File: src/rtl/averager_pkg.sv
`default_nettype none
// ============================================================================
// Module      : averager_pkg
// Description : Shared FSM state encoding and default widths for the
//               averager sequencer.
// Revision    : 1.0 - initial release
// ============================================================================
package averager_pkg;

    localparam int c_FAST_COUNT_WIDTH = 13;
    localparam int c_SLOW_COUNT_WIDTH = 19;
    localparam int c_ACQ_WIDTH        = 16;
    localparam int c_TIMER_WIDTH      = 32;

    typedef enum logic [2:0] {
        IDLE       = 3'd0,
        ARM        = 3'd1,
        WAIT_ACK   = 3'd2,
        WAIT_READY = 3'd3,
        HOLDOFF    = 3'd4
    } seq_state_e;

endpackage
`default_nettype wire

File: src/rtl/averager_sequencer_if.sv
`default_nettype none
// ============================================================================
// Module      : averager_sequencer_if
// Description : Control/status bundle between host, sequencer and averager.
// Revision    : 1.0 - initial release
// ============================================================================
interface averager_sequencer_if
    import averager_pkg::*;
#(
    parameter int FAST_COUNT_WIDTH = c_FAST_COUNT_WIDTH,
    parameter int SLOW_COUNT_WIDTH = c_SLOW_COUNT_WIDTH,
    parameter int ACQ_WIDTH        = c_ACQ_WIDTH,
    parameter int TIMER_WIDTH      = c_TIMER_WIDTH
) ();

    logic                        start;
    logic                        abort;
    logic [ACQ_WIDTH-1:0]        n_acq;
    logic [FAST_COUNT_WIDTH-1:0] cfg_count_max;
    logic                        cfg_avg_on;
    logic [TIMER_WIDTH-1:0]      holdoff;
    logic [TIMER_WIDTH-1:0]      timeout;
    logic                        avg_ready;
    logic [SLOW_COUNT_WIDTH-1:0] avg_n_avg;
    logic                        avg_restart;
    logic [FAST_COUNT_WIDTH-1:0] avg_count_max;
    logic                        avg_on;
    logic                        busy;
    logic                        done;
    logic [ACQ_WIDTH-1:0]        acq_count;
    logic [SLOW_COUNT_WIDTH-1:0] last_n_avg;
    logic                        timed_out;

    // master is the sequencer; slave is the host/averager environment
    modport master (
        input  start, abort, n_acq, cfg_count_max, cfg_avg_on, holdoff, timeout,
               avg_ready, avg_n_avg,
        output avg_restart, avg_count_max, avg_on, busy, done, acq_count,
               last_n_avg, timed_out
    );

    modport slave (
        output start, abort, n_acq, cfg_count_max, cfg_avg_on, holdoff, timeout,
               avg_ready, avg_n_avg,
        input  avg_restart, avg_count_max, avg_on, busy, done, acq_count,
               last_n_avg, timed_out
    );

endinterface
`default_nettype wire

File: src/rtl/seq_timer.sv
`default_nettype none
// ============================================================================
// Module      : seq_timer
// Description : Loadable down-counter; a load of N flags expired in the Nth
//               enabled cycle (N=0 behaves as N=1).
// Revision    : 1.0 - initial release
// ============================================================================
module seq_timer #(
    parameter int TIMER_WIDTH = 32
) (
    input  logic                   clk,
    input  logic                   resetn,
    input  logic                   load_i,
    input  logic                   en_i,
    input  logic [TIMER_WIDTH-1:0] value_i,
    output logic                   expired_o
);

    localparam logic [TIMER_WIDTH-1:0] c_ONE = {{(TIMER_WIDTH-1){1'b0}}, 1'b1};

    logic [TIMER_WIDTH-1:0] count_q;

    always_ff @(posedge clk or negedge resetn) begin
        if (!resetn) begin
            count_q <= '0;
        end else if (load_i) begin
            count_q <= (value_i == '0) ? '0 : value_i - c_ONE;
        end else if (en_i && (count_q != '0)) begin
            count_q <= count_q - c_ONE;
        end
    end

    assign expired_o = (count_q == '0);

endmodule
`default_nettype wire

File: src/rtl/averager_sequencer.sv
`default_nettype none
// ============================================================================
// Module      : averager_sequencer
// Description : Runs a sequence of averager acquisitions with restart
//               handshake, holdoff spacing, timeout and abort.
// Revision    : 1.0 - initial release
// ============================================================================
module averager_sequencer
    import averager_pkg::*;
#(
    parameter int FAST_COUNT_WIDTH = c_FAST_COUNT_WIDTH,
    parameter int SLOW_COUNT_WIDTH = c_SLOW_COUNT_WIDTH,
    parameter int ACQ_WIDTH        = c_ACQ_WIDTH,
    parameter int TIMER_WIDTH      = c_TIMER_WIDTH
) (
    input  logic                 clk,
    input  logic                 resetn,
    averager_sequencer_if.master bus
);

    localparam logic [ACQ_WIDTH-1:0] c_ACQ_ONE = {{(ACQ_WIDTH-1){1'b0}}, 1'b1};

    seq_state_e                  state_q;
    logic                        avg_restart_q;
    logic                        busy_q;
    logic                        done_q;
    logic                        timed_out_q;
    logic                        avg_on_q;
    logic [FAST_COUNT_WIDTH-1:0] avg_count_max_q;
    logic [ACQ_WIDTH-1:0]        n_acq_q;
    logic [ACQ_WIDTH-1:0]        acq_count_q;
    logic [ACQ_WIDTH-1:0]        acq_count_d;
    logic [SLOW_COUNT_WIDTH-1:0] last_n_avg_q;

    logic w_ho_load, w_ho_en, w_ho_expired;
    logic w_to_load, w_to_en, w_to_expired;
    logic w_complete, w_last_acq, w_tmo_fire;

    // Timers are held loaded while idle so they start fresh on entry
    assign w_ho_load  = (state_q != HOLDOFF);
    assign w_ho_en    = (state_q == HOLDOFF);
    assign w_to_load  = (state_q == IDLE) || (state_q == HOLDOFF);
    assign w_to_en    = (state_q == ARM) || (state_q == WAIT_ACK) || (state_q == WAIT_READY);

    assign acq_count_d = acq_count_q + c_ACQ_ONE;
    assign w_complete  = (state_q == WAIT_READY) && bus.avg_ready;
    assign w_last_acq  = (n_acq_q != '0) && (acq_count_d == n_acq_q);
    assign w_tmo_fire  = w_to_en && w_to_expired && (bus.timeout != '0) && !w_complete;

    seq_timer #(.TIMER_WIDTH(TIMER_WIDTH)) u_holdoff_timer (
        .clk       (clk),
        .resetn    (resetn),
        .load_i    (w_ho_load),
        .en_i      (w_ho_en),
        .value_i   (bus.holdoff),
        .expired_o (w_ho_expired)
    );

    seq_timer #(.TIMER_WIDTH(TIMER_WIDTH)) u_timeout_timer (
        .clk       (clk),
        .resetn    (resetn),
        .load_i    (w_to_load),
        .en_i      (w_to_en),
        .value_i   (bus.timeout),
        .expired_o (w_to_expired)
    );

    always_ff @(posedge clk or negedge resetn) begin
        if (!resetn) begin
            state_q         <= IDLE;
            avg_restart_q   <= 1'b0;
            busy_q          <= 1'b0;
            done_q          <= 1'b0;
            timed_out_q     <= 1'b0;
            avg_on_q        <= 1'b0;
            avg_count_max_q <= '1;
            n_acq_q         <= '0;
            acq_count_q     <= '0;
            last_n_avg_q    <= '0;
        end else begin
            done_q <= 1'b0;
            if (bus.abort && (state_q != IDLE)) begin
                state_q       <= IDLE;
                busy_q        <= 1'b0;
                avg_restart_q <= 1'b0;
            end else if (w_tmo_fire) begin
                state_q       <= IDLE;
                busy_q        <= 1'b0;
                avg_restart_q <= 1'b0;
                timed_out_q   <= 1'b1;
                done_q        <= 1'b1;
            end else begin
                case (state_q)
                    IDLE: begin
                        if (bus.start && !bus.abort) begin
                            avg_count_max_q <= bus.cfg_count_max;
                            avg_on_q        <= bus.cfg_avg_on;
                            n_acq_q         <= bus.n_acq;
                            acq_count_q     <= '0;
                            timed_out_q     <= 1'b0;
                            busy_q          <= 1'b1;
                            state_q         <= ARM;
                        end
                    end
                    ARM: begin
                        avg_restart_q <= 1'b1;
                        state_q       <= WAIT_ACK;
                    end
                    WAIT_ACK: begin
                        if (!bus.avg_ready) begin
                            avg_restart_q <= 1'b0;
                            state_q       <= WAIT_READY;
                        end
                    end
                    WAIT_READY: begin
                        if (bus.avg_ready) begin
                            last_n_avg_q <= bus.avg_n_avg;
                            acq_count_q  <= acq_count_d;
                            if (w_last_acq) begin
                                state_q <= IDLE;
                                busy_q  <= 1'b0;
                                done_q  <= 1'b1;
                            end else begin
                                state_q <= HOLDOFF;
                            end
                        end
                    end
                    HOLDOFF: begin
                        if (w_ho_expired) begin
                            state_q <= ARM;
                        end
                    end
                    default: begin
                        state_q <= IDLE;
                    end
                endcase
            end
        end
    end

    assign bus.avg_restart   = avg_restart_q;
    assign bus.avg_count_max = avg_count_max_q;
    assign bus.avg_on        = avg_on_q;
    assign bus.busy          = busy_q;
    assign bus.done          = done_q;
    assign bus.acq_count     = acq_count_q;
    assign bus.last_n_avg    = last_n_avg_q;
    assign bus.timed_out     = timed_out_q;

endmodule
`default_nettype wire

File: src/flat_wrapper.sv
// flat-port wrapper written by rule: the top's interface ports become plain ports
module averager_sequencer_flat import averager_pkg::*;
#(
    parameter int FAST_COUNT_WIDTH = c_FAST_COUNT_WIDTH,
    parameter int SLOW_COUNT_WIDTH = c_SLOW_COUNT_WIDTH,
    parameter int ACQ_WIDTH        = c_ACQ_WIDTH,
    parameter int TIMER_WIDTH      = c_TIMER_WIDTH
)
  (clk, resetn, bus_start, bus_abort, bus_n_acq, bus_cfg_count_max, bus_cfg_avg_on, bus_holdoff, bus_timeout, bus_avg_ready, bus_avg_n_avg, bus_avg_restart, bus_avg_count_max, bus_avg_on, bus_busy, bus_done, bus_acq_count, bus_last_n_avg, bus_timed_out);
  averager_sequencer_if #(.FAST_COUNT_WIDTH(FAST_COUNT_WIDTH), .SLOW_COUNT_WIDTH(SLOW_COUNT_WIDTH), .ACQ_WIDTH(ACQ_WIDTH), .TIMER_WIDTH(TIMER_WIDTH)) bus_i ();
  input  logic clk;
  input  logic resetn;
  input wire logic [$bits(bus_i.start)-1:0] bus_start;
  input wire logic [$bits(bus_i.abort)-1:0] bus_abort;
  input wire logic [$bits(bus_i.n_acq)-1:0] bus_n_acq;
  input wire logic [$bits(bus_i.cfg_count_max)-1:0] bus_cfg_count_max;
  input wire logic [$bits(bus_i.cfg_avg_on)-1:0] bus_cfg_avg_on;
  input wire logic [$bits(bus_i.holdoff)-1:0] bus_holdoff;
  input wire logic [$bits(bus_i.timeout)-1:0] bus_timeout;
  input wire logic [$bits(bus_i.avg_ready)-1:0] bus_avg_ready;
  input wire logic [$bits(bus_i.avg_n_avg)-1:0] bus_avg_n_avg;
  output wire logic [$bits(bus_i.avg_restart)-1:0] bus_avg_restart;
  output wire logic [$bits(bus_i.avg_count_max)-1:0] bus_avg_count_max;
  output wire logic [$bits(bus_i.avg_on)-1:0] bus_avg_on;
  output wire logic [$bits(bus_i.busy)-1:0] bus_busy;
  output wire logic [$bits(bus_i.done)-1:0] bus_done;
  output wire logic [$bits(bus_i.acq_count)-1:0] bus_acq_count;
  output wire logic [$bits(bus_i.last_n_avg)-1:0] bus_last_n_avg;
  output wire logic [$bits(bus_i.timed_out)-1:0] bus_timed_out;
  assign bus_i.start = bus_start;
  assign bus_i.abort = bus_abort;
  assign bus_i.n_acq = bus_n_acq;
  assign bus_i.cfg_count_max = bus_cfg_count_max;
  assign bus_i.cfg_avg_on = bus_cfg_avg_on;
  assign bus_i.holdoff = bus_holdoff;
  assign bus_i.timeout = bus_timeout;
  assign bus_i.avg_ready = bus_avg_ready;
  assign bus_i.avg_n_avg = bus_avg_n_avg;
  assign bus_avg_restart = bus_i.avg_restart;
  assign bus_avg_count_max = bus_i.avg_count_max;
  assign bus_avg_on = bus_i.avg_on;
  assign bus_busy = bus_i.busy;
  assign bus_done = bus_i.done;
  assign bus_acq_count = bus_i.acq_count;
  assign bus_last_n_avg = bus_i.last_n_avg;
  assign bus_timed_out = bus_i.timed_out;
  averager_sequencer #(.FAST_COUNT_WIDTH(FAST_COUNT_WIDTH), .SLOW_COUNT_WIDTH(SLOW_COUNT_WIDTH), .ACQ_WIDTH(ACQ_WIDTH), .TIMER_WIDTH(TIMER_WIDTH)) u_core (.clk(clk), .resetn(resetn), .bus(bus_i));
endmodule
File: config.mk
export PLATFORM = sky130hd
export DESIGN_NAME = averager_sequencer_flat
export DESIGN_NICKNAME = d
export VERILOG_FILES = /design/src/rtl/averager_pkg.sv /design/src/rtl/averager_sequencer_if.sv /design/src/rtl/seq_timer.sv /design/src/rtl/averager_sequencer.sv /design/src/flat_wrapper.sv
export SDC_FILE = /design/constraint.sdc
export NUM_CORES = 1
export LEC_CHECK = 0
export BUFFER_PORTS_ARGS = -buffer_cell sky130_fd_sc_hd__buf_2
export CAP_MARGIN = 15
export CORE_ASPECT_RATIO = 0.75
export CORE_UTILIZATION = 51
export DETAILED_ROUTE_END_ITERATION = 8
export PLACE_DENSITY = 0.84
export SKIP_LAST_GASP = 1
export SYNTH_ARGS = -nofsm -noshare
export SYNTH_HDL_FRONTEND = slang
export SYNTH_HIERARCHICAL = 1
export SYNTH_SLANG_ARGS = --single-unit
File: constraint.sdc
create_clock -name clk -period 3.7 [get_ports clk]
set_clock_uncertainty 0.05 [all_clocks]
set_input_delay 0.74 -clock clk [delete_from_list [all_inputs] [get_ports clk]]
set_output_delay 0.74 -clock clk [all_outputs]
set_load 0.02 [all_outputs]
# Word level (Yosys, flattened, before mapping)
# Cells that the tools add are included.
dict set report word_totals {
  reg_bits 136
  input_bits 118
  output_inout_bits 53
  word_cells 105
}
dict set report classes {
  addsub 5
  n_eq_ne 13
  n_mux 35
  bitwise 2
  reduce_logical 38
}
# op n
set ops {}
lappend ops {{32-bit 2-to-1 mux} 6}
lappend ops {{32-bit logical NOT} 4}
lappend ops {{32-bit by 1-bit subtractor with 32-bit output, second input constant} 4}
lappend ops {{32-bit nonzero test} 3}
lappend ops {{16-bit 2-to-1 mux} 2}
lappend ops {{16-bit one-hot mux with 2 select lines} 1}
lappend ops {{3-bit 2-to-1 mux} 7}
lappend ops {{16-bit by 1-bit adder with 16-bit output, second input constant} 1}
lappend ops {{16-bit == test} 1}
lappend ops {{1-bit 2-to-1 mux} 16}
lappend ops {{4-bit AND reduction} 4}
lappend ops {{16-bit nonzero test} 1}
lappend ops {{3-bit one-hot mux with 5 select lines} 1}
lappend ops {{4-bit by 3-bit inequality test with 1-bit output, second input constant} 3}
lappend ops {{2-bit nonzero test} 5}
lappend ops {{1-bit logical AND} 9}
lappend ops {{4-bit nonzero test} 2}
lappend ops {{3-bit by 2-bit == test with 1-bit output, second input constant} 2}
lappend ops {{5-bit AND reduction} 1}
lappend ops {{2-bit inequality test, second input constant} 2}
lappend ops {{4-bit by 1-bit inequality test with 1-bit output, second input constant} 1}
lappend ops {{4-bit by 2-bit inequality test with 1-bit output, second input constant} 1}
lappend ops {{1-bit one-hot mux with 2 select lines} 2}
lappend ops {{3-bit by 1-bit == test with 1-bit output, second input constant} 1}
lappend ops {{other kinds (9)} 13}

# Depth between registers and ports, before layout
# Gate-level depths: netlist of the first run.
dict set report depth {
  ltp_word 8
  mapped_depth 10
  ltp_nobuf 10
}

# By module
# Netlist of the first run, hierarchy kept.
# mod n_inst cells_each area_per_inst_um2 seq_area_each_um2
set modules_own_cells {}
lappend modules_own_cells {averager_sequencer 1 422 3568.4 1818.0}
lappend modules_own_cells {{seq_timer (u_core.u_holdoff_timer)} 1 322 2690.1 800.8}
lappend modules_own_cells {{seq_timer (u_core.u_timeout_timer)} 1 320 2663.8 800.8}

# Worst setup path after synthesis of the first run
# No wires, ideal clock.
dict set report synth_path {
  path_type {input-to-reg}
  from {input bus_holdoff[0]}
  to {register u_core.u_holdoff_timer.count_q[17]}
  setup_ns 0.125
  t_arrival_ns 2.677
  required_time_ns 3.525
  setup_slack_ns 0.848
  stages 10
  n_path_buf 2
  path_cell_list {inv_1 -> ha_1 -> or4b_1 -> or4_1 -> buf_2 -> o41ai_4 -> buf_4 -> a21oi_1 -> a211oi_2 -> nor3_1}
}
dict set report synth_via {
  elab_chain_len 3
  word_cells_on_any_way 4
  cone_classes {1 x add/sub; 2 x mux; 1 x reduce/logical}
}
# element line
set synth_lines {}
lappend synth_lines {{from (decl)} flat_wrapper.sv:18} ;# input wire logic [$bits(bus_i.holdoff)-1:0] bus_holdoff;
lappend synth_lines {{32-bit by 1-bit subtractor with 32-bit output or 32-bit logical NOT (tied branches)} seq_timer.sv:27} ;# count_q <= (value_i == '0) ? '0 : value_i - c_ONE;
lappend synth_lines {{32-bit 2-to-1 mux (*)} seq_timer.sv:27}
lappend synth_lines {{32-bit 2-to-1 mux (*)} seq_timer.sv:26} ;# end else if (load_i) begin
lappend synth_lines {{to (signal assigned)} seq_timer.sv:27}
lappend synth_lines {{to (signal assigned)} seq_timer.sv:29} ;# count_q <= count_q - c_ONE;
lappend synth_lines {{to (decl)} seq_timer.sv:21} ;# logic [TIMER_WIDTH-1:0] count_q;
# Mark *: on every way between the ends. The rest lies on a longest branch, timed or not.
# A chain may end at the register's enable or synchronous reset.

# Worst setup path in the final report of the first run
dict set report layout_path {
  from {register u_core.u_holdoff_timer.count_q[0]}
  to {register u_core.u_holdoff_timer.count_q[6]}
}
dict set report layout_via {
  elab_chain_len 3
  word_cells_on_any_way 6
  cone_classes {1 x add/sub; 2 x mux; 3 x reduce/logical}
}
# element line
set layout_lines {}
lappend layout_lines {{32-bit by 1-bit subtractor with 32-bit output or 32-bit nonzero test (tied branches)} {seq_timer.sv:29, seq_timer.sv:28}}
lappend layout_lines {{32-bit 2-to-1 mux or 1-bit logical AND (tied branches)} seq_timer.sv:28} ;# end else if (en_i && (count_q != '0)) begin
lappend layout_lines {{32-bit 2-to-1 mux or 2-bit nonzero test (tied branches)} -}
# Several ways; a longest one is shown, not always the timed one. The select of a mux whose other input is x is not followed.

==> reports/metrics.cfg, run 1 <==
[sta]
hold_violations=0
final.setup.tns_ns=0
setup_viol=0
period_minus_slack_ns=3.09
maxSlewViolCount=0
max-slew-margin-rel=0.448
min_period_over_period=0.836
rsz0062_at_grt=false
max_freq_mhz=323
tightest_slew_ns=0.828

[placed_design]
hpwl_mm=17.9
place.gp.congestion=0.911
io_buffers=170

[critical_path]
crit_path_end_kind=flop
max_stage_delay_ns=0.68
path_cells=inv_1, ha_1, or4b_2, nor4b_2, a31o_2, nand2_1, o21a_1, o22a_1
critPathKind=reg2reg
startpoint_type=flop
crit_arrival_ns=3.35
required_ns=3.95
slowest_stage=or4b_2
cp_max_fo=10

[power_and_ir_drop]
p_sw_mw=2.81
p_leak_nw=4.65
pwr-share-seq=0.359
sw_frac_of_total=0.392
share_comb_of_total_power=0.375
power.density_nw_per_um2=668
clkPwrFrac=0.266
p_int_mw=4.36
vdd_drop_max_mv=0.349

[cts]
htree_levels=4
cts_buffers=17
cts-root-buf=clkbuf_16
cts_tree=done
cts_resized=0
clkTransAtPathRegs_ns=0.07
clock_latency_ns=0.42
cts_buffer_depth=2
cts-hold-fix-buffers=0
cts_num_sinks=136
post_cts_buffers=0

[cells_and_area]
post-route-util=0.633
area_delta_synth_final_pct=20.4
layout_commonest_cell=nand2_1
final_nets=1353
antennaDiodeCount=0
final_cell_mix=nand2_1 (204), buf_2 (169), dfrtp_1 (123)
drive_gt1_frac=0.224

[synthesis]
synth_area_um2=8920
ys_async_sr_fraction=1.00
synth_edf_count=0
synth_area_per_cell_um2=8.39
synth_cells=1064
yosysWarnings=6
synth.distinct_cells=90
ys_seq_area_frac=0.383
ys.flop_type=dfrtp_1
synth.net_count=1189
ys_seq_elements=136

[grt]
grt_max_degree=62
grt_util_all_layers=0.278
grt_remaining_overflow=0
first_global_vias=7946
grt_pass1_wl_mm=39.7
antenna_found_initial=0

[floorplan]
start_util=0.525
die_w_um=155
die_y_um=117
core_um2=17000
pin_count=171
rows=41
dieArea_um2=18000

[hold_path]
hold_path_class=in2async

[flow_run]
maxCapViolCount=0

[route]
drtIter0Drc=919
first_pass_iters=5
wire_per_inst_um=16.9
via_per_inst=6.00
num_vias=8868
drtAntennaViolNets=0
wl_mm=24.9
drc=0

[status]
status=completed

==> power groups by stage <==
stage	clock network [mW]	logic, mW	registers, mW
6_report	1.91	2.69	2.57
5_1_grt	2.00	2.98	2.64
4_1_cts	1.94	2.66	2.56
3_5_place_dp	0	2.65	2.57
3_3_place_gp	0	2.56	2.54
2_1_floorplan	0	1.66	2.68
==> per-layer routing <==
metal | share of wire | GRT usage
met3 | 0.067 | 0.0594
met1 | 0.46 | 0.399
met2 | 0.46 | 0.423
met4 | 0.0099 | 0.0792
met5 | 0 | 0
==> Yosys cell counts, types with 20 or more instances <==
| master | n | area share |
|---|---|---|
| o22ai_1 | 26 | 0.018 |
| a31oi_1 | 20 | 0.014 |
| a21oi_1 | 40 | 0.022 |
| xor2_1 | 31 | 0.030 |
| dfrtp_1 | 123 | 0.34 |
| nand2_1 | 204 | 0.086 |
| nor2_1 | 97 | 0.041 |
| nor4_1 | 47 | 0.033 |
| nor3_1 | 49 | 0.027 |
| clkbuf_1 | 30 | 0.013 |
| nand3_1 | 28 | 0.016 |
| xnor2_1 | 67 | 0.066 |
| o21ai_0 | 38 | 0.021 |
==> logic make-up after synthesis <==
kind of cell	Yosys count	synth area share
adders and majority gates	7	0.00982
xor gates and xnor gates	98	0.0962
buffers and inverters	63	0.0297
AOI/OAI and AO/OA	212	0.164
and+or+nand+nor	538	0.306
muxes	10	0.0112
DFF	136	0.383
==> path summary, 6_finish.rpt <==
path                                                   start                            endpoint  slack [ns]  cells past startpoint
max                        u_core/u_holdoff_timer/count_q[0]   u_core/u_holdoff_timer/count_q[6]        0.61                      8
min in group clk                 u_core/bus.avg_count_max[8]         u_core/bus.avg_count_max[8]        0.41                      2
max in group asynchronous                             resetn        u_core/bus.avg_count_max[12]        2.56                      2
min reg2reg                      u_core/bus.avg_count_max[8]         u_core/bus.avg_count_max[8]        0.41                      2
min                                                   resetn  u_core/u_timeout_timer/count_q[16]        0.24                      1
max reg2reg                u_core/u_holdoff_timer/count_q[0]   u_core/u_holdoff_timer/count_q[6]        0.61                      8
==> worst max-delay path: cells and delay by family, from the launching register on <==
kind | cells | cell delay, ns
DFF | 1 | 0.44
and+or+nand+nor | 3 | 1.42
AOI/OAI and AO/OA | 3 | 0.77
buffers and inverters | 1 | 0.11
adders and majority gates | 1 | 0.18
==> layout make-up <==
cell class | count | area (um^2)
fillers | 1428 | 6240
multi-input cells | 865 | 5270
flip-flops and latches | 136 | 3420
repair buffers | 190 | 1030
clock buffers | 20 | 467
well taps | 236 | 295
clock inverters | 12 | 195
inverters | 18 | 67.6
==> stage by stage <==
step | cell area (um^2) | instances | setup slack [ns] | hold slack (ns) | power [mW]
2_1_floorplan | 8920 | 1064 | 0.848 | 0.394 | 4.34
3_3_place_gp | 10100 | 1445 | 0.436 | 0.394 | 5.11
3_5_place_dp | 10100 | 1445 | 0.405 | 0.396 | 5.22
4_1_cts | 10700 | 1477 | 0.697 | 0.252 | 7.16
5_1_grt | 10700 | 1477 | 0.457 | 0.266 | 7.61
6_report | 10700 | 1477 | 0.606 | 0.239 | 7.17
==> flip-flops by register name (all words and copies together), names as in the netlist <==
signal,flops
u_core/bus.acq_count,16
u_core/bus.avg_count_max,13
u_core/bus.avg_on,1
u_core/bus.avg_restart,1
u_core/bus.busy,1
u_core/bus.done,1
u_core/bus.last_n_avg,19
u_core/bus.timed_out,1
u_core/n_acq_q,16
u_core/state_q,3
u_core/u_holdoff_timer/count_q,32
u_core/u_timeout_timer/count_q,32
No activity file was read; power rests on OpenSTA's default activity.
==> run 2, diff against run 1 <==
--- a/config.mk
+++ b/config.mk
@@ -10,7 +10,7 @@
 export CORE_ASPECT_RATIO = 0.75
 export CORE_UTILIZATION = 51
 export DETAILED_ROUTE_END_ITERATION = 8
-export PLACE_DENSITY = 0.84
+export PLACE_DENSITY = 0.87
 export SKIP_LAST_GASP = 1
 export SYNTH_ARGS = -nofsm -noshare
 export SYNTH_HDL_FRONTEND = slang
==> constraint.sdc (replaced) <==
create_clock -name clk -period 2.7 [get_ports clk]
set_clock_uncertainty 0.05 [all_clocks]
set_input_delay 0.54 -clock clk [delete_from_list [all_inputs] [get_ports clk]]
set_output_delay 0.54 -clock clk [all_outputs]
set_load 0.02 [all_outputs]
==> reports/metrics.cfg, run 2 (synthesized netlist as in run 1, its figures left out) <==
[status]
status=completed

[floorplan]
start_util=0.525  ; unchanged
core_um2=17000  ; unchanged
rows=41  ; unchanged
dieArea_um2=18000  ; unchanged
pin_count=171  ; unchanged
die_y_um=117  ; unchanged
die_w_um=155  ; unchanged

[route]
drc=0  ; unchanged
via_per_inst=6.02  ; +0.20%
first_pass_iters=6  ; +1
drtAntennaViolNets=0  ; unchanged
wire_per_inst_um=17.1  ; +1.3%
drtIter0Drc=1145  ; +25%
num_vias=9373  ; +5.7%
wl_mm=26.7  ; +6.9%

[placed_design]
place.gp.congestion=0.939  ; +3.1%
hpwl_mm=19.1  ; +7.0%
dp_slack_ns=-0.300  ; -0.705 ns
dp_cells=1525  ; +5.5%
placedInstanceArea_um2=10700  ; +6.0%
io_buffers=170  ; unchanged

[cts]
clkTransAtPathRegs_ns=0.06  ; about the same
cts_tree=done
cts_buffers=17  ; unchanged
htree_levels=4  ; unchanged
cts-root-buf=clkbuf_16
cts_buffer_depth=2  ; unchanged
cts_num_sinks=136  ; unchanged
cts-hold-fix-buffers=0  ; unchanged
clock_latency_ns=0.42  ; about the same

[critical_path]
required_ns=2.93  ; -1.02 ns
path_cells=nor4_1, nand3_1, or3_1, nor2_1, o2111ai_1, nand2_1, o32a_1, o21ai_0
cp.depth=8  ; unchanged
r2r_setup_slack_ns=0.14  ; -0.47 ns
cp_top_family=simple AND/OR/NAND/NOR gates
max_stage_delay_ns=0.50  ; -0.18 ns
cp_max_fo=6  ; -4
rr_worst_depth=8  ; unchanged
crit_path_end_kind=flop
slowest_stage=or3_1
critPathKind=reg2reg
crit_arrival_ns=2.79  ; -0.56 ns
crit_buf_inv=0  ; -1
startpoint_type=flop

[grt]
grt_pass1_wl_mm=42.3  ; +6.5%
grt_util_all_layers=0.294  ; +0.0167
grt_max_degree=66  ; +6.5%
grt_remaining_overflow=0  ; unchanged
first_global_vias=8577  ; +7.9%
antenna_found_initial=1  ; +1

[power_and_ir_drop]
vdd_drop_max_mv=0.470  ; +35%
power_mw=9.80  ; +37%
power.density_nw_per_um2=866  ; +30%
p_leak_nw=5.01  ; +7.8%

[sta]
period_minus_slack_ns=2.56  ; -0.534 ns
max-slew-margin-rel=0.495  ; +0.0463
setup_viol=0  ; unchanged
rsz0062_at_grt=false
max_freq_mhz=391  ; +21%
maxSlewViolCount=0  ; unchanged
tightest_slew_ns=0.754  ; -0.0736 ns
setup_ws_ns=0.140  ; -0.466 ns
hold_violations=0  ; unchanged
min_period_over_period=0.948  ; +0.112

[cells_and_area]
stdcell_area_um2=11300  ; +5.3%
n_fill_cell=1302  ; -8.8%
fin_cells=1558  ; +5.5%
final_nets=1433  ; +5.9%
drive_gt1_frac=0.276  ; +0.0515
layout_commonest_cell=nand2_1
final_cell_mix=nand2_1 (204), buf_2 (169), dfrtp_1 (123)
area_delta_synth_final_pct=26.8

[flow_run]
maxCapViolCount=0  ; unchanged

[hold_path]
hold_path_class=in2async

-- run 2: cell count changes in the layout (fill, tap and decap cells not counted), moves of 2 or more --
cell	delta
a31oi_2	+2
buf_4	+80
a31oi_1	-2
or4_1	-2
clkinvlp_4	+3
or4_4	+2
clkbuf_8	+2
bufinv_16	-4
-- run 2: what timing repair did --
item                                    in CTS  in global routing
endpoints found under the setup margin       2                 23
cloned                                       0                  0
hold endpoints to repair                     0                  0
pin swaps                                    0                  2
resized for setup                            2                  6
buffers inserted                             0                  0
-- run 2: cell type report --
class | count | area (um^2) | share of cell area
diodes | 1 | 2.50 | 0.000221
clock buffers | 22 | 494 | 0.0437
clock inverters | 10 | 92.6 | 0.00818
inverters | 18 | 67.6 | 0.00597
multi-input cells | 865 | 5310 | 0.469
flip-flops and latches | 136 | 3420 | 0.302
well taps | 236 | 295 | 0.0261
repair buffers | 270 | 1630 | 0.144
-- run 2: per-layer routing --
| metal | part of all wire | vias to the layer above | global-route usage |
|---|---|---|---|
| li1 | - | 4364 | - |
| met4 | 0.019 | 0 | 0.102 |
| met2 | 0.46 | 549 | 0.470 |
| met1 | 0.44 | 4409 | 0.406 |
| met3 | 0.085 | 51 | 0.0527 |
| met5 | 0 | - | 0 |
-- run 2: report_power, final --
part / internal [mW] / switching [mW]
Sequential: 2.81 / 0.730
Clock: 1.39 / 0.907
Combinational: 1.62 / 2.35
-- run 2: worst paths after layout --
check,from,endpoint
min,resetn,u_core/bus.last_n_avg[0]
min in group clk,bus_cfg_count_max[7],u_core/bus.avg_count_max[7]
max in group asynchronous,resetn,u_core/bus.avg_count_max[10]
max,u_core/u_timeout_timer/count_q[27],u_core/state_q[2]
min reg2reg,u_core/bus.avg_count_max[7],u_core/bus.avg_count_max[7]
max reg2reg,u_core/u_timeout_timer/count_q[27],u_core/state_q[2]
-- run 2: through the flow --
stage          hold WS, ns  TNS, ns   util
3_5_place_dp         0.399    -5.78  0.629
3_3_place_gp         0.395    -4.16  0.629
5_1_grt              0.111        0  0.666
4_1_cts             0.0876        0  0.665
6_report            0.0696        0  0.666
2_1_floorplan        0.194        0      -
-- run 2: worst register-to-register path, stage by stage, from the launching register on --
cell       delay, ns
dfrtp_1         0.44
nor4_1          0.42
nand3_1         0.25
or3_1           0.50
nor2_1          0.14
o2111ai_1       0.18
nand2_1         0.22
o32a_1          0.16
o21ai_0         0.07
==> run 3, diff against run 2 <==
--- a/config.mk
+++ b/config.mk
@@ -10,8 +10,9 @@
 export CORE_ASPECT_RATIO = 0.75
 export CORE_UTILIZATION = 51
 export DETAILED_ROUTE_END_ITERATION = 8
-export PLACE_DENSITY = 0.87
+export PLACE_DENSITY = 0.84
 export SKIP_LAST_GASP = 1
+export SLEW_MARGIN = 15
 export SYNTH_ARGS = -nofsm -noshare
 export SYNTH_HDL_FRONTEND = slang
 export SYNTH_HIERARCHICAL = 1
==> constraint.sdc (replaced) <==
create_clock -name clk -period 2.6 [get_ports clk]
set_clock_uncertainty 0.05 [all_clocks]
set_input_delay 0.52 -clock clk [delete_from_list [all_inputs] [get_ports clk]]
set_output_delay 0.52 -clock clk [all_outputs]
set_load 0.02 [all_outputs]
==> reports/metrics.cfg, run 3 (synthesized netlist as in run 1, its figures left out) <==
[cts]
htree_levels=4  ; unchanged
cts_buffers=17  ; unchanged
clkTransAtPathRegs_ns=0.06  ; about the same
post_cts_buffers=0  ; unchanged
clock_latency_ns=0.43  ; about the same
cts_buffer_depth=2  ; unchanged
cts_tree=done
cts-root-buf=clkbuf_16
cts_num_sinks=136  ; unchanged

[route]
num_vias=9280  ; -0.99%
first_pass_iters=5  ; -1
via_per_inst=5.87  ; -2.4%
wire_per_inst_um=17.1  ; -0.31%
wl_mm=27.0  ; +1.1%
drc=0  ; unchanged
drtAntennaViolNets=0  ; unchanged
drtIter0Drc=1128  ; -1.5%

[sta]
maxSlewViolCount=0  ; unchanged
setup_viol=0  ; unchanged
rsz0062_at_grt=false
max_freq_mhz=392
period_minus_slack_ns=2.55
max-slew-margin-rel=0.599  ; +0.104
tightest_slew_ns=0.597  ; -0.157 ns
whs_ns=-0.0119  ; -0.0815 ns
setup_ws_ns=0.0505  ; -0.0894 ns
min_period_over_period=0.981
hold_violations=4  ; +4

[power_and_ir_drop]
power.density_nw_per_um2=902  ; +4.2%
p_leak_nw=5.14  ; +2.5%
power_mw=10.4  ; +6.1%
vdd_drop_max_mv=0.454  ; -3.4%

[critical_path]
crit-reg2reg-launch=u_core/bus.acq_count[2]
path_cells=buf_2, or4_1, or4_1, o41ai_4, buf_4, buf_4, o21ai_0, a21oi_1, nor2_1
rr_worst_depth=6  ; -2
cp_top_family=simple AND/OR/NAND/NOR gates
slowest_stage=or4_1
r2r_setup_slack_ns=0.12  ; -0.02 ns
crit_buf_inv=3  ; +3
startpoint_type=primary input
cp_max_fo=7  ; +1
crit_path_end_kind=flop
critPathKind=in2reg
timing.rr.end=u_core/bus.busy
required_ns=2.86  ; -0.07 ns
cp.depth=9  ; +1
max_stage_delay_ns=0.64  ; +0.14 ns
crit_arrival_ns=2.81  ; +0.02 ns

[floorplan]
start_util=0.525  ; unchanged
die_w_um=155  ; unchanged
pin_count=171  ; unchanged
rows=41  ; unchanged
dieArea_um2=18000  ; unchanged
die_y_um=117  ; unchanged
core_um2=17000  ; unchanged

[cells_and_area]
layout_commonest_cell=nand2_1
n_fill_cell=1354  ; +4.0%
final_nets=1454  ; +1.5%
post-route-util=0.678  ; +0.0122
final_cell_mix=nand2_1 (204), buf_2 (169), dfrtp_1 (123)
drive_gt1_frac=0.287  ; +0.0113
area_delta_synth_final_pct=29.1

[grt]
first_global_vias=8498  ; -0.92%
grt_pass1_wl_mm=42.3  ; -0.15%
grt_remaining_overflow=0  ; unchanged
grt_util_all_layers=0.297  ; +0.00283
grt_max_degree=58  ; -12%
antenna_found_initial=0  ; -1

[placed_design]
dp_slack_ns=-0.337  ; -0.0369 ns
hpwl_mm=19.6  ; +2.5%
io_buffers=170  ; unchanged
place.gp.congestion=0.942  ; +0.37%

[flow_run]
maxCapViolCount=0  ; unchanged

[hold_path]
hold_path_class=in2async

[status]
status=complete, but fails checks
violations=hold timing

run 3: worst max-delay path by stage:
stage | startpoint | end | slack (ns)
global placement | bus_holdoff[6] | u_core/u_holdoff_timer/count_q[14] | -0.31
finish | bus_holdoff[6] | u_core/u_holdoff_timer/count_q[4] | 0.05
detailed placement | bus_holdoff[6] | u_core/u_holdoff_timer/count_q[24] | -0.34
CTS | u_core/u_holdoff_timer/count_q[5] | u_core/u_holdoff_timer/count_q[20] | 0.07
global route | bus_holdoff[6] | u_core/u_holdoff_timer/count_q[16] | 0.0009
floorplan | bus_holdoff[6] | u_core/u_holdoff_timer/count_q[17] | -0.01
run 3: stage by stage:
stage,TNS (ns),cell area (um^2),instances,hold slack (ns)
detailed placement,-7.75,10800,1546,0.398
global route,0,11500,1578,0.0230
finish,0,11500,1580,-0.0119
floorplan,-0.0184,8950,1064,0.174
CTS,0,11500,1578,0.00527
global placement,-6.46,10800,1546,0.394
run 3: report_power, final:
group          internal (mW)  switching, mW
clock                   1.66          0.951
sequential              2.92          0.724
combinational           1.71           2.44
total                   6.28           4.11
run 3: layer usage:
| layer | wire [um] | GRT usage |
|---|---|---|
| met2 | 12400 | 0.463 |
| met1 | 11900 | 0.411 |
| met3 | 2250 | 0.0657 |
| met4 | 459 | 0.105 |
| met5 | 0 | 0 |
run 3: layout make-up:
type | instances | area (um^2) | area share
multi-input cells | 865 | 5320 | 0.462
flip-flops and latches | 136 | 3420 | 0.297
repair buffers | 291 | 1780 | 0.154
clock buffers | 21 | 460 | 0.0400
well taps | 236 | 295 | 0.0256
clock inverters | 11 | 170 | 0.0148
inverters | 18 | 67.6 | 0.00587
diodes | 2 | 5.00 | 0.000435
run 3: what timing repair did:
item | 4_1_cts | 5_1_grt
endpoints found under the setup margin | 7 | 5
hold buffers | 0 | 0
gates resized for setup | 3 | 4
pin swaps | 0 | 1
